$ cat config.mk
export PLATFORM = sky130hd
export DESIGN_NAME = serial_word_deserializer_flat
export DESIGN_NICKNAME = d
export VERILOG_FILES = /design/src/rtl/serial_word_deserializer_if.sv /design/src/rtl/serial_word_deserializer.sv /design/src/flat_wrapper.sv
export SDC_FILE = /design/constraint.sdc
export NUM_CORES = 1
export LEC_CHECK = 0
export ABC_CLOCK_PERIOD_IN_PS = 4000
export BUFFER_PORTS_ARGS = -buffer_cell sky130_fd_sc_hd__buf_2
export CAP_MARGIN = 5
export CORE_MARGIN = 3
export CORE_UTILIZATION = 45
export CTS_CLUSTER_SIZE = 8
export DETAILED_ROUTE_END_ITERATION = 10
export PLACE_DENSITY = 0.62
export SLEW_MARGIN = 20
export SYNTH_ARGS = -nofsm -noshare
export SYNTH_HDL_FRONTEND = slang
export SYNTH_SLANG_ARGS = --single-unit
export TNS_END_PERCENT = 30
$ cat constraint.sdc
create_clock -name i_clk -period 4 [get_ports i_clk]
set_clock_uncertainty 0.1 [all_clocks]
set_input_delay 0.4 -clock i_clk [delete_from_list [all_inputs] [get_ports i_clk]]
set_output_delay 0.4 -clock i_clk [all_outputs]
set_load 0.01 [all_outputs]
$ cat src/rtl/serial_word_deserializer_if.sv
// Handshake bundle between the serial source, the deserializer and the FIR core:
// a serial bit stream in and a parallel word stream out.
interface serial_word_deserializer_if #(
  parameter int DATA_WIDTH = 24
);
  logic                  i_din;
  logic                  i_din_valid;
  logic                  o_ready;
  logic [DATA_WIDTH-1:0] o_word;
  logic                  o_word_valid;
  logic                  i_word_ready;

  modport slave (
    input  i_din, i_din_valid, i_word_ready,
    output o_ready, o_word, o_word_valid
  );

  modport master (
    output i_din, i_din_valid, i_word_ready,
    input  o_ready, o_word, o_word_valid
  );
endinterface

$ cat src/rtl/serial_word_deserializer.sv
// LSB-first serial-to-parallel word assembler with a small output FIFO.
// An interrupted frame is discarded and flagged with a one-cycle error pulse.
module serial_word_deserializer #(
  parameter  int DATA_WIDTH = 24,
  parameter  int FIFO_DEPTH = 2,
  localparam int CNT_W      = $clog2(DATA_WIDTH + 1),
  localparam int IDX_W      = $clog2(FIFO_DEPTH)
) (
  input  logic                         i_clk,
  input  logic                         i_rst_n,
  input  logic                         i_en,
  serial_word_deserializer_if.slave    bus,
  output logic                         o_frame_err,
  output logic [CNT_W-1:0]             o_bit_cnt
);

  typedef enum logic {IDLE, SHIFT} state_e;

  localparam logic [CNT_W-1:0] LAST_CNT = CNT_W'(DATA_WIDTH - 1);

  state_e                state_q, state_d;
  logic [CNT_W-1:0]      cnt_q, cnt_d;
  logic [DATA_WIDTH-1:0] shreg_q, shreg_d;
  logic                  err_q;
  logic [IDX_W:0]        wr_ptr_q, rd_ptr_q;
  logic [DATA_WIDTH-1:0] last_word_q;
  logic [DATA_WIDTH-1:0] mem_q [FIFO_DEPTH];

  logic                  fifo_full, fifo_empty;
  logic                  accept, push, pop, abort;
  logic [DATA_WIDTH-1:0] shifted;

  // Wrap bits differ with equal indices -> full; fully equal -> empty.
  assign fifo_empty = (wr_ptr_q == rd_ptr_q);
  assign fifo_full  = (wr_ptr_q[IDX_W-1:0] == rd_ptr_q[IDX_W-1:0]) &&
                      (wr_ptr_q[IDX_W] != rd_ptr_q[IDX_W]);

  assign bus.o_ready      = i_rst_n & i_en & ~fifo_full;
  assign bus.o_word_valid = ~fifo_empty;
  assign bus.o_word       = fifo_empty ? last_word_q : mem_q[rd_ptr_q[IDX_W-1:0]];
  assign o_frame_err      = err_q;
  assign o_bit_cnt        = cnt_q;

  assign accept  = i_en & bus.i_din_valid & bus.o_ready;
  assign pop     = i_en & ~fifo_empty & bus.i_word_ready;
  assign shifted = {bus.i_din, shreg_q[DATA_WIDTH-1:1]};

  // NOTE: every output of this block gets a default first so no path leaves
  // a signal unassigned, which would otherwise infer a latch.
  always_comb begin
    state_d = state_q;
    cnt_d   = cnt_q;
    shreg_d = shreg_q;
    push    = 1'b0;
    abort   = 1'b0;
    unique case (state_q)
      IDLE: begin
        if (accept) begin
          shreg_d = shifted;
          cnt_d   = CNT_W'(1);
          state_d = SHIFT;
        end
      end
      SHIFT: begin
        if (accept) begin
          shreg_d = shifted;
          if (cnt_q == LAST_CNT) begin
            push    = 1'b1;
            cnt_d   = '0;
            state_d = IDLE;
          end else begin
            cnt_d = cnt_q + CNT_W'(1);
          end
        end else if (i_en && !bus.i_din_valid) begin
          abort   = 1'b1;
          cnt_d   = '0;
          shreg_d = '0;
          state_d = IDLE;
        end
      end
      default: state_d = IDLE;
    endcase
  end

  // NOTE: state registers use non-blocking assignments so every flop samples
  // pre-edge values regardless of statement order.
  always_ff @(posedge i_clk or negedge i_rst_n) begin
    if (!i_rst_n) begin
      state_q     <= IDLE;
      cnt_q       <= '0;
      shreg_q     <= '0;
      err_q       <= 1'b0;
      wr_ptr_q    <= '0;
      rd_ptr_q    <= '0;
      last_word_q <= '0;
    end else begin
      state_q  <= state_d;
      cnt_q    <= cnt_d;
      shreg_q  <= shreg_d;
      err_q    <= abort;
      wr_ptr_q <= wr_ptr_q + (IDX_W+1)'(push);
      rd_ptr_q <= rd_ptr_q + (IDX_W+1)'(pop);
      // Remember the departing head so o_word holds once the FIFO drains.
      if (pop) last_word_q <= mem_q[rd_ptr_q[IDX_W-1:0]];
    end
  end

  // NOTE: FIFO storage is not reset; the empty flag masks stale entries and
  // o_word falls back to last_word_q, which is reset.
  always_ff @(posedge i_clk) begin
    if (push) mem_q[wr_ptr_q[IDX_W-1:0]] <= shifted;
  end

endmodule
$ cat src/flat_wrapper.sv
// flat-port wrapper written by rule: the top's interface ports become plain ports
module serial_word_deserializer_flat 
#(
  parameter  int DATA_WIDTH = 24,
  parameter  int FIFO_DEPTH = 2,
  localparam int CNT_W      = $clog2(DATA_WIDTH + 1),
  localparam int IDX_W      = $clog2(FIFO_DEPTH)
)
  (i_clk, i_rst_n, i_en, o_frame_err, o_bit_cnt, bus_i_din, bus_i_din_valid, bus_i_word_ready, bus_o_ready, bus_o_word, bus_o_word_valid);
  serial_word_deserializer_if #(.DATA_WIDTH(DATA_WIDTH)) bus_i ();
  input  logic i_clk;
  input  logic i_rst_n;
  input  logic i_en;
  output logic o_frame_err;
  output logic [CNT_W-1:0] o_bit_cnt;
  input wire logic [$bits(bus_i.i_din)-1:0] bus_i_din;
  input wire logic [$bits(bus_i.i_din_valid)-1:0] bus_i_din_valid;
  input wire logic [$bits(bus_i.i_word_ready)-1:0] bus_i_word_ready;
  output wire logic [$bits(bus_i.o_ready)-1:0] bus_o_ready;
  output wire logic [$bits(bus_i.o_word)-1:0] bus_o_word;
  output wire logic [$bits(bus_i.o_word_valid)-1:0] bus_o_word_valid;
  assign bus_i.i_din = bus_i_din;
  assign bus_i.i_din_valid = bus_i_din_valid;
  assign bus_i.i_word_ready = bus_i_word_ready;
  assign bus_o_ready = bus_i.o_ready;
  assign bus_o_word = bus_i.o_word;
  assign bus_o_word_valid = bus_i.o_word_valid;
  serial_word_deserializer #(.DATA_WIDTH(DATA_WIDTH), .FIFO_DEPTH(FIFO_DEPTH)) u_core (.i_clk(i_clk), .i_rst_n(i_rst_n), .i_en(i_en), .bus(bus_i), .o_frame_err(o_frame_err), .o_bit_cnt(o_bit_cnt));
endmodule
* Yosys cells after proc, flatten, opt, wreduce, memory -nomap -nowiden *
Memories as Yosys holds them, arrays and structs flattened.
Cells that the tools add are included.

word-level totals
  bits in registers = 59
  bits in latches = 0
  RAM bits = 48
  bits in read-only memories = 0
  input port bits = 6
  output and inout bits = 32
  logic and storage cells = 53
  memories = 1

cells by class
  add/subtract/negate cells = 3
  multiply operators = 0
  div/mod/pow operators = 0
  order comparisons = 0
  equal/unequal tests = 6
  shifts and indexed selects = 0
  muxes and demuxes = 23
  bitwise gates (word level) = 9
  reductions and logical operators = 4

memories
  memory        depth  bits a word  read ports  clocked after memory_dff  write ports  line                            RTL
  u_core.mem_q  2      24           1           0                         1            serial_word_deserializer.sv:27  logic [DATA_WIDTH-1:0] mem_q [FIFO_DEPTH];

operators by type and width
  operator               count
  $mux W24               4
  $pmux W24 S2           1
  $mux W5                4
  $mux W1                12
  $pmux W5 S2            1
  $and A1 B1 Y1          6
  $add A5 B1 Y5 const B  1
  $eq A5 B5 Y1 const B   1
  $add A2 B1 Y2          2
  $ne A3 B3 Y1 const B   1
  $not A1 Y1             3
  $eq A2 B2 Y1           1
  $logic_and A1 B1 Y1    2
  $ne A2 B1 Y1 const B   1
  $pmux W1 S2            1
  $reduce_and A2 Y1      1
  $eq A1 B1 Y1           1
  $logic_not A1 Y1       1
  $ne A1 B1 Y1           1

* Longest topological paths before layout *
  depth after elaboration = 9
  depth in mapped cells = 7
  gate-level depth less buffers = 6

* Least setup slack after synthesis *
OpenSTA, ideal clock, no wires.

  path kind = register to register
  start point = register u_core.rd_ptr_q[0]
  end point = memory u_core.mem_q[1][0] (enable)
  setup time = 384 ps
  arrival time = 1,948 ps
  required time = 3,516 ps
  slack = 1,567 ps
  cell stages (with the launch flop) = 7
  path buffers = 1
  clock period less this slack = 2,433 ps
  cells stage by stage = dfrtp_1 buf_4 xnor2_4 a21o_2 inv_2 and4_1 ha_1

on the way
  cells in the longest elaborated chain, start to end = 9

ends and longest elaborated chain
  what                           line                             RTL
  start, declared                serial_word_deserializer.sv:25   logic [IDX_W:0] wr_ptr_q, rd_ptr_q;
  start signal, assigned         serial_word_deserializer.sv:102  rd_ptr_q <= rd_ptr_q + (IDX_W+1)'(pop);
  $eq A1 B1 Y1                   serial_word_deserializer.sv:35   assign fifo_full = (wr_ptr_q[IDX_W-1:0] == rd_ptr_q[IDX_W-1:0]) &&
  $logic_and A1 B1 Y1            serial_word_deserializer.sv:35
  $not A1 Y1                     serial_word_deserializer.sv:38   assign bus.o_ready = i_rst_n & i_en & ~fifo_full;
  $and A1 B1 Y1                  serial_word_deserializer.sv:38
  via bus_o_ready                flat_wrapper.sv:19               output wire logic [$bits(bus_i.o_ready)-1:0] bus_o_ready;
  $and A1 B1 Y1                  serial_word_deserializer.sv:44   assign accept = i_en & bus.i_din_valid & bus.o_ready;
  $mux W1                        serial_word_deserializer.sv:65   if (accept) begin
  $mux W1                        serial_word_deserializer.sv:56   unique case (state_q)
  $mux W1                        serial_word_deserializer.sv:111  if (push) mem_q[wr_ptr_q[IDX_W-1:0]] <= shifted;
  $mux W1 (implied by the code)  serial_word_deserializer.sv:111
  end, declared                  serial_word_deserializer.sv:27

The timed path passes the listed nets, and every way through them passes these cells.

* Worst setup path in the final report *
  start point = register u_core.rd_ptr_q[0]
  end point = output bus_o_word[9]

on the way
  cells in the longest elaborated chain, start to end = 2
  elaborated cells between the ends (all ways) = 3
  those cells by class = eq/ne: 1; mux: 1; memory: 1

ends and longest elaborated chain
  what                                                   line                            RTL
  $mem_v2 Z2 W24 / $eq A2 B2 Y1 (equally long branches)  -
  $mux W24 *                                             serial_word_deserializer.sv:40  assign bus.o_word = fifo_empty ? last_word_q : mem_q[rd_ptr_q[IDX_W-1:0]];
  end, declared                                          flat_wrapper.sv:20              output wire logic [$bits(bus_i.o_word)-1:0] bus_o_word;

Every way passes the cells marked *; elsewhere a longest branch is shown, timed or not.

==> flow_metrics.env <==
export IMPL_synth_main_ff_cell="dfrtp_1"
export IMPL_numCtsBuffers=9
export IMPL_min_period_over_period_pct=60.62
export IMPL_firstDrtPassIters=4
export IMPL_htreeDepth=3
export IMPL_start_util_pct=46.66
export IMPL_max_freq_mhz=412.4
export IMPL_drt_total_wl_um=7432
export IMPL_required_ns=3.50
export IMPL_syn_area_per_cell_um2=11.71
export IMPL_ff2ff_path_depth=6
export IMPL_status="finished, final reports clean"
export IMPL_ant_nets=0
export IMPL_wl_per_cell_um=13.81
export IMPL_num_rows=35
export IMPL_syn_inst=370
export IMPL_drive_gt1_share_pct=16.14
export IMPL_critPathMaxFanout=25
export IMPL_cts_clk_slew_worst_paths_ns=0.10
export IMPL_synth_nets=380
export IMPL_nFillCells=829
export IMPL_post_cts_setup_buffer_count=0
export IMPL_gp_congestion=0.8304
export IMPL_worst_setup_path_end_kind="output port"
export IMPL_clockBufferDepth=2
export IMPL_nets=414
export IMPL_drcViolationCount=0
export IMPL_min_period_ns=2.425
export IMPL_finalSetupTns_ns=0
export IMPL_synth_cell_area_um2=4332
export IMPL_maxCapViolCount=0
export IMPL_grt_use_total_pct=14.83
export IMPL_final_max_slew_viol_count=0
export IMPL_rsz0062_at_grt="false"
export IMPL_setup_viol=0
export IMPL_final_cell_mix="dfrtp_1, nand2_1, a21oi_1"
export IMPL_num_vias=2699
export IMPL_insertion_delay_ns=0.36
export IMPL_finalHoldViolCount=0
export IMPL_post_cts_resized_instances=0
export IMPL_p_leak_uw=0.001952
export IMPL_antenna_found_initial=0
export IMPL_clock_sinks=106
export IMPL_ys_ff_latch=106
export IMPL_hold_path_class="input pin to asynchronous set/reset pin"
export IMPL_grt_max_degree=59
export IMPL_yosysTopAreaCell="dfrtp_1"
export IMPL_ios=38
export IMPL_synth_cell_types=33
export IMPL_power_density_nw_per_um2=601.7
export IMPL_core_um2=9284
export IMPL_power_uw=2927
export IMPL_root_buffer="clkbuf_8"
export IMPL_io_buffer_count=37
export IMPL_die_y_um=104.1
export IMPL_layout_commonest_cell="dfrtp_1"
export IMPL_dp_hpwl_um=4638
export IMPL_area_growth_pct=12.31
export IMPL_grt_overflow_total=0
export IMPL_holdWs_ns=0.1131
export IMPL_grt_pass1_wl_um=12930
export IMPL_n_antenna_cell=0
export IMPL_max_slew_margin_rel_pct=43.92
export IMPL_async_flop_share_pct=54.72
export IMPL_critPathLaunchType="flop"
export IMPL_viasPerCell=5.017
export IMPL_dieArea_um2=10840
export IMPL_crit_arrival_ns=1.92
export IMPL_cts_hold_buffers=0
export IMPL_synth_edf_count=48
export IMPL_synth_seq_area_share_pct=66.78
export IMPL_ys_warn_count=0
export IMPL_ir_worst_vdd_mv=0.2514
export IMPL_synth_top_area_share_pct=33.51
export IMPL_drtIter0Drc=156
export IMPL_grt_pass1_vias=2581
export IMPL_worstMarginPinSlew_ns=0.8391
export IMPL_ys_top_cells_by_area="dfrtp_1, edfxtp_1, a21oi_1, mux2i_1, nand2_1"
export IMPL_die_w_um=104.1
export IMPL_worstSetupPathType="flop to output port"
export IMPL_tritoncts="done"
[power by group]
part | switching (uW) | internal (uW)
Sequential | 104 | 1300
Clock | 353 | 354
Combinational | 493 | 325
[worst max-delay path: stages, from the launching register on]
cell and delay [ns]:
dfrtp_1 0.45, buf_4 0.42, mux2i_1 0.42, a21oi_1 0.11, buf_2 0.16
[per-layer routing]
layer	track usage, %	vias to the layer above	share of wire (%)
met5	0	-	0
met4	6.553	0	1.5
met3	2.607	10	4.1
met2	21.87	53	43
met1	21.60	1271	51
li1	-	1365	-
[state kept, by name, indices dropped and copies added (netlist names)]
signal              count
u_core.shreg_q         23
u_core.mem_q           48
u_core.o_frame_err      1
u_core.rd_ptr_q         2
u_core.o_bit_cnt        5
u_core.last_word_q     24
u_core.state_q          1
u_core.wr_ptr_q         2
[area by class of cell]
| type | count | area [um2] | share of cell area (%) |
|---|---|---|---|
| multi-input combinational | 237 | 1331 | 27.37 |
| clock inverter | 6 | 91.34 | 1.878 |
| clock buffer | 10 | 127.6 | 2.623 |
| tap | 129 | 161.4 | 3.318 |
| inverter | 6 | 22.52 | 0.4630 |
| sequential | 106 | 2893 | 59.46 |
| timing repair buffer | 44 | 237.7 | 4.887 |
[final timing paths]
check                                     from                    end  slack [ns]
max                         u_core.rd_ptr_q[0]          bus_o_word[9]        1.58
max in group asynchronous              i_rst_n  u_core.last_word_q[4]        3.17
min in group i_clk                   bus_i_din    u_core.mem_q[0][23]        0.16
min                                    i_rst_n    u_core.o_bit_cnt[3]        0.11
min reg2reg                  u_core.shreg_q[1]     u_core.mem_q[1][0]        0.39
max reg2reg                u_core.o_bit_cnt[0]    u_core.mem_q[1][12]        1.66
[metrics by stage]
stage	util [%]	setup slack (ns)	area (um2)	instances
floorplan	-	1.567	4332	370
global placement	50.04	1.828	4646	522
detailed placement	50.04	1.725	4646	522
global route	52.40	1.394	4865	538
finish	52.40	1.575	4865	538
CTS	52.40	1.557	4865	538
[cell families after synthesis]
group / synth area share [%]
simple gates: 10.92
flops: 66.78
compound gates: 10.66
buf+inv: 2.917
mux: 6.124
xor+xnor: 1.444
fa+ha+maj: 1.155
[synth_stat cells (all sizes together), types with 2 or more instances]
master / n
dfrtp: 58
nand2: 54
a21oi: 53
nor2: 50
edfxtp: 48
mux2i: 25
o21ai: 24
buf: 13
clkbuf: 8
inv: 6
ha: 4
and3: 3
nor3: 3
xor2: 3
a211oi: 2
a311o: 2
nand3: 2
xnor2: 2
Power figures use the tool's default switching activity.
